File: src/rtl/bootloader_reset_ctrl.sv
// Bootloader reset/attach controller: USB power-on, bus reset,
// host-presence timeout and detach-then-boot sequencing.
module bootloader_reset_ctrl #(
    parameter int unsigned POR_CYCLES          = 4800,
    parameter int unsigned SE0_RESET_CYCLES    = 120,
    parameter int unsigned HOST_TIMEOUT_CYCLES = 48000000,
    parameter int unsigned DETACH_CYCLES       = 16
) (
    input  logic clk_48mhz,
    input  logic reset_n,
    input  logic dp_rx,
    input  logic dn_rx,
    input  logic sof_valid,
    input  logic boot_to_user_design,
    output logic usb_reset,
    output logic usb_pu_en,
    output logic bus_reset_evt,
    output logic host_presence_timeout,
    output logic boot
);

    typedef enum logic [2:0] {
        S_POR,
        S_ATTACH,
        S_BUSRST,
        S_DETACH,
        S_BOOT
    } state_t;

    state_t      state;
    logic [1:0]  rel_sync;
    logic        run;
    logic [1:0]  dp_sync;
    logic [1:0]  dn_sync;
    logic        se0;
    logic [31:0] por_cnt;
    logic [31:0] se0_cnt;
    logic [31:0] host_cnt;
    logic [31:0] det_cnt;

    // Two-flop release of reset so POR counting starts cleanly
    always_ff @(posedge clk_48mhz or negedge reset_n) begin
        if (!reset_n) rel_sync <= 2'b00;
        else          rel_sync <= {rel_sync[0], 1'b1};
    end

    assign run = rel_sync[1];

    // Two-flop synchronisers for the raw USB line samples
    always_ff @(posedge clk_48mhz or negedge reset_n) begin
        if (!reset_n) begin
            dp_sync <= 2'b00;
            dn_sync <= 2'b00;
        end else begin
            dp_sync <= {dp_sync[0], dp_rx};
            dn_sync <= {dn_sync[0], dn_rx};
        end
    end

    assign se0 = ~dp_sync[1] & ~dn_sync[1];

    // Sequencing FSM; every output is a flop updated with the state
    always_ff @(posedge clk_48mhz or negedge reset_n) begin
        if (!reset_n) begin
            state                 <= S_POR;
            por_cnt               <= '0;
            se0_cnt               <= '0;
            host_cnt              <= '0;
            det_cnt               <= '0;
            usb_reset             <= 1'b1;
            usb_pu_en             <= 1'b0;
            bus_reset_evt         <= 1'b0;
            host_presence_timeout <= 1'b0;
            boot                  <= 1'b0;
        end else begin
            bus_reset_evt <= 1'b0;
            unique case (state)
                S_POR: begin
                    if (run) begin
                        if (por_cnt == POR_CYCLES - 32'd1) begin
                            state     <= S_ATTACH;
                            por_cnt   <= '0;
                            se0_cnt   <= '0;
                            host_cnt  <= '0;
                            usb_reset <= 1'b0;
                            usb_pu_en <= 1'b1;
                        end else begin
                            por_cnt <= por_cnt + 32'd1;
                        end
                    end
                end
                S_ATTACH: begin
                    if (boot_to_user_design) begin
                        state     <= S_DETACH;
                        det_cnt   <= '0;
                        usb_reset <= 1'b1;
                        usb_pu_en <= 1'b0;
                    end else if (!sof_valid &&
                                 host_cnt == HOST_TIMEOUT_CYCLES) begin
                        state                 <= S_DETACH;
                        det_cnt               <= '0;
                        usb_reset             <= 1'b1;
                        usb_pu_en             <= 1'b0;
                        host_presence_timeout <= 1'b1;
                    end else if (se0 &&
                                 se0_cnt >= SE0_RESET_CYCLES - 32'd1) begin
                        state         <= S_BUSRST;
                        se0_cnt       <= '0;
                        host_cnt      <= '0;
                        usb_reset     <= 1'b1;
                        bus_reset_evt <= 1'b1;
                    end else begin
                        if (!se0)
                            se0_cnt <= '0;
                        else if (se0_cnt < SE0_RESET_CYCLES)
                            se0_cnt <= se0_cnt + 32'd1;
                        if (sof_valid)
                            host_cnt <= '0;
                        else if (host_cnt < HOST_TIMEOUT_CYCLES)
                            host_cnt <= host_cnt + 32'd1;
                    end
                end
                S_BUSRST: begin
                    host_cnt <= '0;
                    if (boot_to_user_design) begin
                        state     <= S_DETACH;
                        det_cnt   <= '0;
                        usb_reset <= 1'b1;
                        usb_pu_en <= 1'b0;
                    end else if (!se0) begin
                        state     <= S_ATTACH;
                        se0_cnt   <= '0;
                        usb_reset <= 1'b0;
                    end
                end
                S_DETACH: begin
                    if (det_cnt >= DETACH_CYCLES - 32'd1) begin
                        state <= S_BOOT;
                        boot  <= 1'b1;
                    end else begin
                        det_cnt <= det_cnt + 32'd1;
                    end
                end
                S_BOOT: begin
                    boot <= 1'b1;
                end
                default: begin
                    state <= S_POR;
                end
            endcase
        end
    end

endmodule

File: config.mk
export PLATFORM = sky130hd
export DESIGN_NAME = bootloader_reset_ctrl
export DESIGN_NICKNAME = d
export VERILOG_FILES = /design/src/rtl/bootloader_reset_ctrl.sv
export SDC_FILE = /design/constraint.sdc
export NUM_CORES = 1
export LEC_CHECK = 0
export BUFFER_PORTS_ARGS = -buffer_cell sky130_fd_sc_hd__buf_2
export CAP_MARGIN = 20
export CELL_PAD_IN_SITES_DETAIL_PLACEMENT = 1
export CELL_PAD_IN_SITES_GLOBAL_PLACEMENT = 2
export CORE_MARGIN = 2
export CORE_UTILIZATION = 30
export DETAILED_ROUTE_END_ITERATION = 6
export PLACE_DENSITY_LB_ADDON = 0.1
export SYNTH_ARGS = -nofsm -noshare
export SYNTH_HDL_FRONTEND = slang
export SYNTH_SLANG_ARGS = --single-unit
export TNS_END_PERCENT = 10
File: constraint.sdc
create_clock -name clk_48mhz -period 3.5 [get_ports clk_48mhz]
set_input_delay 0.7 -clock clk_48mhz [delete_from_list [all_inputs] [get_ports clk_48mhz]]
set_output_delay 0.7 -clock clk_48mhz [all_outputs]
set_load 0.01 [all_outputs]
# Yosys cells after proc, flatten, opt, wreduce, memory -nomap -nowiden

Cells that the tools add are included.

Bits in registers: 142
Input bits: 6
Output and inout port bits: 5

$add $sub $neg: 4
$lt $le $gt $ge: 4
Eq/ne operators: 20
Mux-type cells: 51
Bitwise logic cells: 5
Reductions and logical operators: 16

Operator list:

| kind                    | count |
|---|---|
| $mux W32                | 19 |
| $pmux W32 S3            | 3 |
| $add A32 B1 Y32 const B | 4 |
| $eq A32 B13 Y1 const B  | 1 |
| $eq A32 B26 Y1 const B  | 1 |
| $ge A32 B4 Y1 const B   | 1 |
| $ge A32 B7 Y1 const B   | 1 |
| $lt A32 B26 Y1 const B  | 1 |
| $lt A32 B7 Y1 const B   | 1 |
| $mux W3                 | 8 |
| $ne A2 B2 Y1 const B    | 9 |
| $mux W1                 | 17 |
| $pmux W3 S5             | 1 |
| $ne A4 B4 Y1 const B    | 3 |
| $reduce_and A6 Y1       | 2 |
| $reduce_and A5 Y1       | 2 |
| $reduce_and A8 Y1       | 1 |
| $eq A3 B2 Y1 const B    | 2 |
| $ne A3 B3 Y1 const B    | 2 |
| $pmux W1 S3             | 2 |
| $reduce_bool A3 Y1      | 2 |
| $not A1 Y1              | 4 |
| $reduce_and A2 Y1       | 2 |
| $reduce_and A4 Y1       | 1 |
| 9 further kinds         | 10 |

# Logic depth before layout (Yosys ltp)

Gate-level depths: netlist (run 1).

Word-level depth: 7
Mapped depth: 10
Depth with buffers taken out: 8

# Worst setup path after synthesis (run 1)

OpenSTA, ideal clock, no wires.

Path type: reg2reg
From: register por_cnt[0]
To: register host_cnt[21]
Library setup time: 130 ps
Arrival time: 2126 ps
Required time: 3370 ps
Path slack: 1243 ps
Cell stages (with the launch flop): 10
Buffers on the path: 2
Period minus slack after synthesis: 2257 ps
Cell sequence: dfrtp_1 -> ha_1 -> nand3_2 -> or2_4 -> o41ai_4 -> o211ai_4 -> buf_6 -> buf_2 -> o21ai_0 -> o31ai_2

Word-level cells in the longest chain between the ends: 3

Ends and longest elaborated chain:

| element                            | line | text |
|---|---|---|
| from (decl)                        | 36   | `logic [31:0] por_cnt;` |
| from (signal assigned)             | 88   | `por_cnt <= por_cnt + 32'd1;` |
| $eq A32 B13 Y1                     | 80   | `if (por_cnt == POR_CYCLES - 32'd1) begin` |
| $ne A2 B2 Y1 (no source line)      | --   |  |
| $reduce_and A6 Y1 (no source line) | --   |  |
| to (signal assigned)               | 120  | `host_cnt <= host_cnt + 32'd1;` |
| to (decl)                          | 38   | `logic [31:0] host_cnt;` |

Every way passes these cells.
A chain may end at the register's enable or synchronous reset.

# Worst setup path in the final report (run 1)

From: register host_cnt[16]
To: register host_cnt[18]

Word-level cells in the longest chain between the ends: 7

Ends and longest elaborated chain:

| element         | line | text |
|---|---|---|
| $add A32 B1 Y32 | 120  |  |
| $mux W32        | 119  | `else if (host_cnt < HOST_TIMEOUT_CYCLES)` |
| $mux W32        | 117  | `if (sof_valid)` |
| $mux W32        | 105  | `end else if (se0 &&` |
| $mux W32        | 98   | `end else if (!sof_valid &&` |
| $mux W32        | 93   | `if (boot_to_user_design) begin` |
| $pmux W32 S3    | 77   | `unique case (state)` |

Parallel ways exist; a longest one is shown, timed or not. The select of a mux whose other input is x is not followed.

==> summary.md, run 1 <==
| Metric | Value |
|---|---|
| Synth-to-Final Area Change | `12.8%` |
| Max cap viols | `0` |
| Via count | `between 6000 and 7000` |
| Antenna violations before repair | `0` |
| Drt first-iter violations | `around 260` |
| DRC errors left | `0` |
| Synth warn | `0` |
| Fillers | `about 2800` |
| Total grt overflow | `0` |
| Vias in the first global route | `approximately 6600` |
| Slew Limit Fails | `0` |
| CTS resizes | `0` |
| Die height | `about 160 µm` |
| IO Port Bufs | `10` |
| Worst setup margin | `669 ps` |
| Drt total wl | `20600 µm` |
| Synth Cell Area | `about 7500 µm²` |
| Total CTS buffers | `17` |
| Setup Viol. Count Final | `0` |
| Synthesized area per cell | `about 9.6 µm²` |
| Worst setup path category | `flop to flop` |
| Power Dens Cells | `418 nW/µm²` |
| Startpoint types | `flop` |
| Sequential cell area | `3550 µm²` |
| Yosys cell types | `between 60 and 70` |
| Synth top area cells | `dfrtp_1 (47%), o21a_1 (5.5%), nand2_1 (3.7%), nor3_1 (3.3%), nor4_1 (3.2%)` |
| Async set or reset register ratio after synthesis | `100%` |
| Unrepaired setup endpoints after global routing | `no` |
| CTS Buffer Depth | `2` |
| CTS tree | `yes` |
| Die area | `around 26000 µm²` |
| Syn_nets | `roughly 800` |
| Routability cong. | `around 0.77` |
| Placed instance area | `slightly below 8000 µm²` |
| H-tree levels | `4` |
| Layout cells sized above 1 | `9.85%` |
| Crit path max fanout | `15` |
| Number of synthesized register bits | `142` |
| Multi-input gate area | `around 3700 µm²` |
| Post-synth top flop | `dfrtp_1` |
| Post-synth EDFFs | `0` |
| Pre-CTS WS | `550 ps` |
| Final period utilization | `roughly four fifths` |
| 1st-pass router iterations | `4` |
| VDD IR-drop max | `around 0.23 mV` |
| Fmax | `roughly 350 MHz` |
| DP HPWL | `approximately 14000 µm` |
| Synth Instances | `about 800` |
| CTS clk-pin slew, worst paths | `roughly 70 ps` |
| Register area share after synthesis | `47.3%` |
| Final ANT Viol Nets | `0` |
| Clk sinks | `142` |
| Crit. End Element | `flop` |
| Critical path required time | `around 3800 ps` |
| Synth area leader | `dfrtp_1` |
| Number of buffers inserted by hold repair at cts | `0` |
| First-pass GRT wire length | `about 35000 µm` |
| Worst min path class | `input port to asynchronous set/reset pin` |
| Top-area cell type share of the netlist area | `47.0%` |
| Total Nets Final | `800` |
| Worst-margin pin slew | `roughly 1000 ps` |
| Global Route Usage Sum | `16.6%` |
| Avg Vias per Cell | `5.41` |
| Clock skew | `about 16 ps` |
| Fin. Hold Viols | `0` |
| Latest clock arrival within the worst-skew pair | `about 420 ps` |
| Leak Pwr | `~3.5 nW` |
| Core Rows | `57` |
| Largest net degree at the start of global routing | `70` |
| Cell area after layout | `between 8000 and 9000 µm²` |
| Initial core utilization | `30.7%` |
| WL per Instance | `between 15 and 20 µm` |
| Root cell of the clock tree | `clkbuf_16` |
| # Post-CTS Setup Buffers | `0` |
| Fin Setup TNS | `0 ps` |
| Worst path arrival time | `around 3100 ps` |
| Antenna diodes | `0` |
| CORE AREA | `about 24000 µm²` |
| Min Tclk post-route | `2830 ps` |
| Die W | `approximately 160 µm` |
| Pwr Total | `between 3 and 4 mW` |
| Status | `complete, no violations` |
| I/O pin cnt | `11` |
| Slew HR | `between 30% and 40%` |
-- Yosys cell counts (4+ instances only) --
master and instances:
dfrtp_1 141, nand2_1 75, o21a_1 55, nor3_1 49, nand3_1 41, o21ai_0 40, nor2_1 38, nor4_1 38
nand4_1 34, inv_1 22, clkbuf_1 20, and2_1 17, and3_1 17, xnor2_1 16, a21oi_1 14, o31ai_1 11
xor2_1 11, a211oi_1 9, buf_2 9, and4_1 8, nand2b_1 8, a2111oi_0 7, nor4b_1 7, or4_1 7
buf_6 6, nor3b_1 6, a21o_1 5, ha_1 5, a31oi_1 4, o211ai_1 4, or3_1 4
-- where the power goes --
group	total, mW	leakage [nW]	switching [mW]	internal (mW)
registers	1.65	1.89	0.00148	1.64
logic	0.0517	1.28	0.0431	0.00852
clock network	1.84	0.277	0.775	1.07
total	3.54	3.46	0.820	2.72
-- critical path, stage by stage, from the launching register on --
cell       delay (ps)
dfrtp_1           430
nor3_1            520
o21ai_1           520
a2111oi_0         790
nor3_1            120
o21ai_0           190
o21ai_0           110
-- flip-flops by register name (all words and copies together), names as in the netlist --
register and cells:
usb_reset 1, host_presence_timeout 1, rel_sync 2, usb_pu_en 1, se0_cnt 32, por_cnt 32
det_cnt 32, dp_sync 2, dn_sync 2, boot 1, state 3, host_cnt 32
bus_reset_evt 1
-- final timing paths --
check / slack, ps / cells past startpoint / end / from
max: 670 / 6 / host_cnt[18] / host_cnt[16]
min: 280 / 1 / por_cnt[16] / reset_n
max reg2reg: 670 / 6 / host_cnt[18] / host_cnt[16]
min reg2reg: 350 / 0 / dn_sync[1] / dn_sync[0]
max in group asynchronous: 2390 / 2 / det_cnt[27] / reset_n
min in group clk_48mhz: 350 / 0 / dn_sync[1] / dn_sync[0]
-- routing by layer --
metal	up-vias	share of wire (%)	global-route usage [%]
li1	2926	-	-
met1	3111	50	22.7
met2	44	47	27.2
met3	16	1.6	2.68
met4	0	1.3	4.83
met5	-	0	0
-- final cells by class --
type | count | share of cell area (%)
Clock inverter | 13 | 1.83
Timing Repair Buffer | 24 | 2.05
Sequential cell | 142 | 42.0
Inverter | 23 | 1.02
Clock buffer | 19 | 5.11
Tap cell | 324 | 4.79
Multi-Input combinational cell | 581 | 43.2
-- cells in the final DEF, fill, tap and decap left out, types with 5 or more instances in the layout --
cell       count
inv_1         22
a21oi_1       14
a21o_1         5
nor4b_1        7
dfrtp_1      141
nand2b_1       8
xor2_1        11
or4_1          7
nand3_1       41
nand4_1       34
xnor2_1       16
o31ai_1       11
a2111oi_0      7
nand2_1       75
and2_1        17
o21a_1        55
nor2_1        38
a211oi_1       9
and4_1         8
o21ai_0       39
nor4_1        38
nor3_1        49
and3_1        17
clkbuf_16     17
buf_4         13
nor3b_1        6
ha_1           5
buf_2          9
-- logic make-up after synthesis --
kind of cell    after synthesis  share of synthesized area (%)
xor+xnor                     27                           3.15
flops                       142                           47.3
mux                           2                          0.267
compound gates              171                           16.4
other cells                   1                         0.0499
fa+ha+maj                     5                          0.833
buf+inv                      63                           3.97
simple gates                375                           28.0
-- through the flow --
stage          utilization (%)  hold slack (ps)  cells
3_3_place_gp              32.2              333   1094
6_report                  34.6              280   1126
5_1_grt                   34.6              308   1126
3_5_place_dp              32.2              342   1094
4_1_cts                   34.6              299   1126
2_1_floorplan                -              331    786
Power figures use the tool's default switching activity.
==> inputs of run 2 (changes only) <==
- ABC_AREA: default -> 1
- clock period: 3.5 -> 2.4 ns (I/O delays scaled with it)
==> summary.md, run 2 <==
| Metric | Value |
|---|---|
| Status | `complete, no violations (unchanged)` |
| Die height | `163 µm (was 162 µm)` |
| GR Layer Usage met2 | `29.0% (was 27.2%)` |
| Fmax | `455 MHz (was 353 MHz)` |
| Top-area cell type share of the netlist area | `46.7% (was 47.0%)` |
| Slew Limit Fails | `0 (unchanged)` |
| Async set or reset register ratio after synthesis | `100% (unchanged)` |
| Clock skew | `13.5 ps (was 15.9 ps)` |
| Total grt overflow | `0 (unchanged)` |
| Synth Cell Area | `7560 µm² (was 7510 µm²)` |
| Syn_nets | `1018 (was 797)` |
| Worst setup path category | `flop to flop (unchanged)` |
| Leak Pwr | `4.07 nW (was 3.46 nW)` |
| Fin Setup TNS | `0 ps (unchanged)` |
| Min Tclk post-route | `2200 ps (was 2830 ps)` |
| Register area share after synthesis | `47.0% (was 47.3%)` |
| Synth top area cells | `dfrtp_1 (47%), nand2_1 (12%), nor2_1 (9.9%), inv_1 (6.9%), nand3_1 (4.4%) (was dfrtp_1 (47%), o21a_1 (5.5%), nand2_1 (3.7%), nor3_1 (3.3%), nor4_1 (3.2%))` |
| Synth-to-Final Area Change | `15.4% (was 12.8%)` |
| CTS clk-pin slew, worst paths | `70 ps (about the same)` |
| CTS tree | `yes (unchanged)` |
| Total Nets Final | `1052 (was 800)` |
| Setup Viol. Count Final | `0 (unchanged)` |
| I/O pin cnt | `11 (unchanged)` |
| Critical path required time | `2750 ps (was 3800 ps)` |
| Die W | `163 µm (was 162 µm)` |
| Post-synthesis adder-cell area fraction | `0.827% (was 0.833%)` |
| # Post-CTS Setup Buffers | `0 (unchanged)` |
| IO Port Bufs | `10 (unchanged)` |
| Hold Startpoint | `dp_rx` |
| Fillers | `3061 (was 2786)` |
| Multiplexer share of the synthesized area | `0% (was 0.267%)` |
| Layout cells sized above 1 | `10.9% (was 9.85%)` |
| Commonest non-fill, non-tap cells in the layout | `nand2_1 (240), nor2_1 (200), dfrtp_1 (141) (was dfrtp_1 (141), nand2_1 (75), o21a_1 (55))` |
| Placed instance area | `8100 µm² (was 7880 µm²)` |
| Root cell of the clock tree | `clkbuf_16 (unchanged)` |
| Worst path arrival time | `2550 ps (was 3130 ps)` |
| Post-Synth Simple-Gate Area | `35.0% (was 28.0%)` |
| CORE AREA | `25000 µm² (was 24500 µm²)` |
| Synth cell count leaders | `nand2_1 (240), nor2_1 (200), dfrtp_1 (141), inv_1 (140), nand3_1 (67) (was dfrtp_1 (141), nand2_1 (75), o21a_1 (55), nor3_1 (49), nand3_1 (41))` |
| Total CTS buffers | `17 (unchanged)` |
| H-tree levels | `4 (unchanged)` |
| Synth warn | `0 (unchanged)` |
| CTS Buffer Depth | `2 (unchanged)` |
| Latest clock arrival within the worst-skew pair | `430 ps (was 420 ps)` |
| Pwr Total | `6.26 mW (was 3.54 mW)` |
| Die area | `26500 µm² (was 26300 µm²)` |
| DP HPWL | `15300 µm (was 14100 µm)` |
| Drt first-iter violations | `242 (was 259)` |
| Post-Synth XOR/XNOR Area | `4.05% (was 3.15%)` |
| Antenna violations before repair | `0 (unchanged)` |
| Routability cong. | `0.774 (was 0.772)` |
| Clk sinks | `142 (unchanged)` |
| Critical Path Start | `host_cnt[0] (was host_cnt[16])` |
| Fin util | `35.0% (was 34.6%)` |
| VDD IR-drop max | `0.331 mV (was 0.227 mV)` |
| Synthesized area per cell | `7.51 µm² (was 9.55 µm²)` |
| Avg Vias per Cell | `4.51 (was 5.41)` |
| Worst min path class | `input port to flop (was input port to asynchronous set/reset pin)` |
| FF-to-FF Start | `host_cnt[0] (was host_cnt[16])` |
| WL per Instance | `14.9 µm (was 18.3 µm)` |
| Post-synth top flop | `dfrtp_1 (unchanged)` |
| Fin. Hold Viols | `0 (unchanged)` |
| Met3 Usage GRT | `3.18% (was 2.68%)` |
| Initial core utilization | `30.3% (was 30.7%)` |
| Complex-gate fraction of the synthesized area | `3.76% (was 16.4%)` |
| First-pass GRT wire length | `35600 µm (was 35100 µm)` |
| Cell area after layout | `8730 µm² (was 8470 µm²)` |
| Core Rows | `58 (was 57)` |
| Most common cell in the synthesized netlist | `nand2_1 (was dfrtp_1)` |
| Power Dens Cells | `717 nW/µm² (was 418 nW/µm²)` |
| GRT Max-Usage Layer | `met2 (unchanged)` |
| 1st-pass router iterations | `4 (unchanged)` |
| Largest net degree at the start of global routing | `50 (was 70)` |
| Largest family of logic cells by synthesized area | `simple AND/OR/NAND/NOR gates (unchanged)` |
| Crit path max fanout | `18 (was 15)` |
| Drt total wl | `20700 µm (was 20600 µm)` |
| Crit. End Element | `flop (unchanged)` |
| Post-synth EDFFs | `0 (unchanged)` |
| Synth area leader | `dfrtp_1 (unchanged)` |
| Antenna diodes | `0 (unchanged)` |
| DRC errors left | `0 (unchanged)` |
| Met1 global-route usage | `22.7% (about the same)` |
| Unrepaired setup endpoints after global routing | `no (unchanged)` |
| Max cap viols | `0 (unchanged)` |
| Synth Instances | `1007 (was 786)` |
| Number of synthesized register bits | `142 (unchanged)` |
| Global Route Usage Sum | `17.1% (was 16.6%)` |
| Yosys cell types | `41 (was 69)` |
| Final ANT Viol Nets | `0 (unchanged)` |
| Worst-margin pin slew | `756 ps (was 1030 ps)` |
| WHS | `167 ps (was 280 ps)` |
| Commonest non-fill, non-tap cell in the layout | `nand2_1 (was dfrtp_1)` |
| Via count | `6238 (was 6097)` |
| Startpoint types | `flop (unchanged)` |
| Slew HR | `49.4% (was 30.9%)` |
| Vias in the first global route | `6795 (was 6618)` |
| Final period utilization | `91.7% (was 80.9%)` |
## run 2: path summary, 6_finish.rpt
check | endpoint | slack (ps) | depth (start not counted)
max | host_cnt[0] | 200 | 13
min | dp_sync[0] | 170 | 1
max reg2reg | host_cnt[0] | 200 | 13
min reg2reg | rel_sync[1] | 350 | 0
max in group asynchronous | se0_cnt[20] | 1250 | 3
min in group asynchronous | por_cnt[28] | 480 | 2
## run 2: logic make-up (layout without fill, tap and decap cells)
| group | count (synthesis) | in the layout |
|---|---|---|
| buffers and inverters | 169 | 216 |
| other | 1 | 1 |
| DFF | 142 | 142 |
| AOI/OAI and AO/OA | 53 | 53 |
| and+or+nand+nor | 602 | 602 |
| adders and majority gates | 5 | 5 |
| xor gates and xnor gates | 35 | 35 |
## run 2: what timing repair did
action,in CTS,in global routing
hold buffers,1,0
setup endpoints to repair,0,20
gates resized for setup,0,1
hold endpoints to repair,23,0
## run 2: per-stage QoR
step / cells / setup slack (ps)
2_1_floorplan: 1007 / 617
3_3_place_gp: 1351 / 200
3_5_place_dp: 1351 / 170
4_1_cts: 1384 / 154
5_1_grt: 1384 / 0.414
6_report: 1384 / 200
## run 2: area by class of cell
class | instances | area (µm²) | share of cell area [%]
clock inverter | 15 | 188 | 2.15
sequential | 142 | 3550 | 40.7
multi-input combinational | 696 | 3300 | 37.8
tap | 330 | 413 | 4.73
inverter | 150 | 566 | 6.48
timing repair buffer | 34 | 280 | 3.21
clock buffer | 17 | 425 | 4.87
## run 2: worst max-delay path, stage by stage, from the launching register on
cell and delay (ps):
dfrtp_1 460, inv_1 140, ha_1 150, nand2_1 80, nor2_1 210, nand2_1 130
nor2_1 150, nand3_1 120, nand2_2 140, nor2_8 70, nand2_4 70, buf_4 250
nand2_1 80, o21ai_1 70
## run 2: where the power goes
group | total, mW | switching, mW | internal, mW
registers | 2.70 | 0.129 | 2.58
logic | 0.721 | 0.487 | 0.234
clock network | 2.84 | 1.25 | 1.59
total | 6.26 | 1.86 | 4.40
## run 2: layer usage
| layer | wire length, µm | vias to the layer above |
|---|---|---|
| met1 | 10100 | 3006 |
| met3 | 355 | 20 |
| met2 | 9950 | 38 |
| met5 | 0 | - |
| li1 | - | 3174 |
| met4 | 236 | 0 |
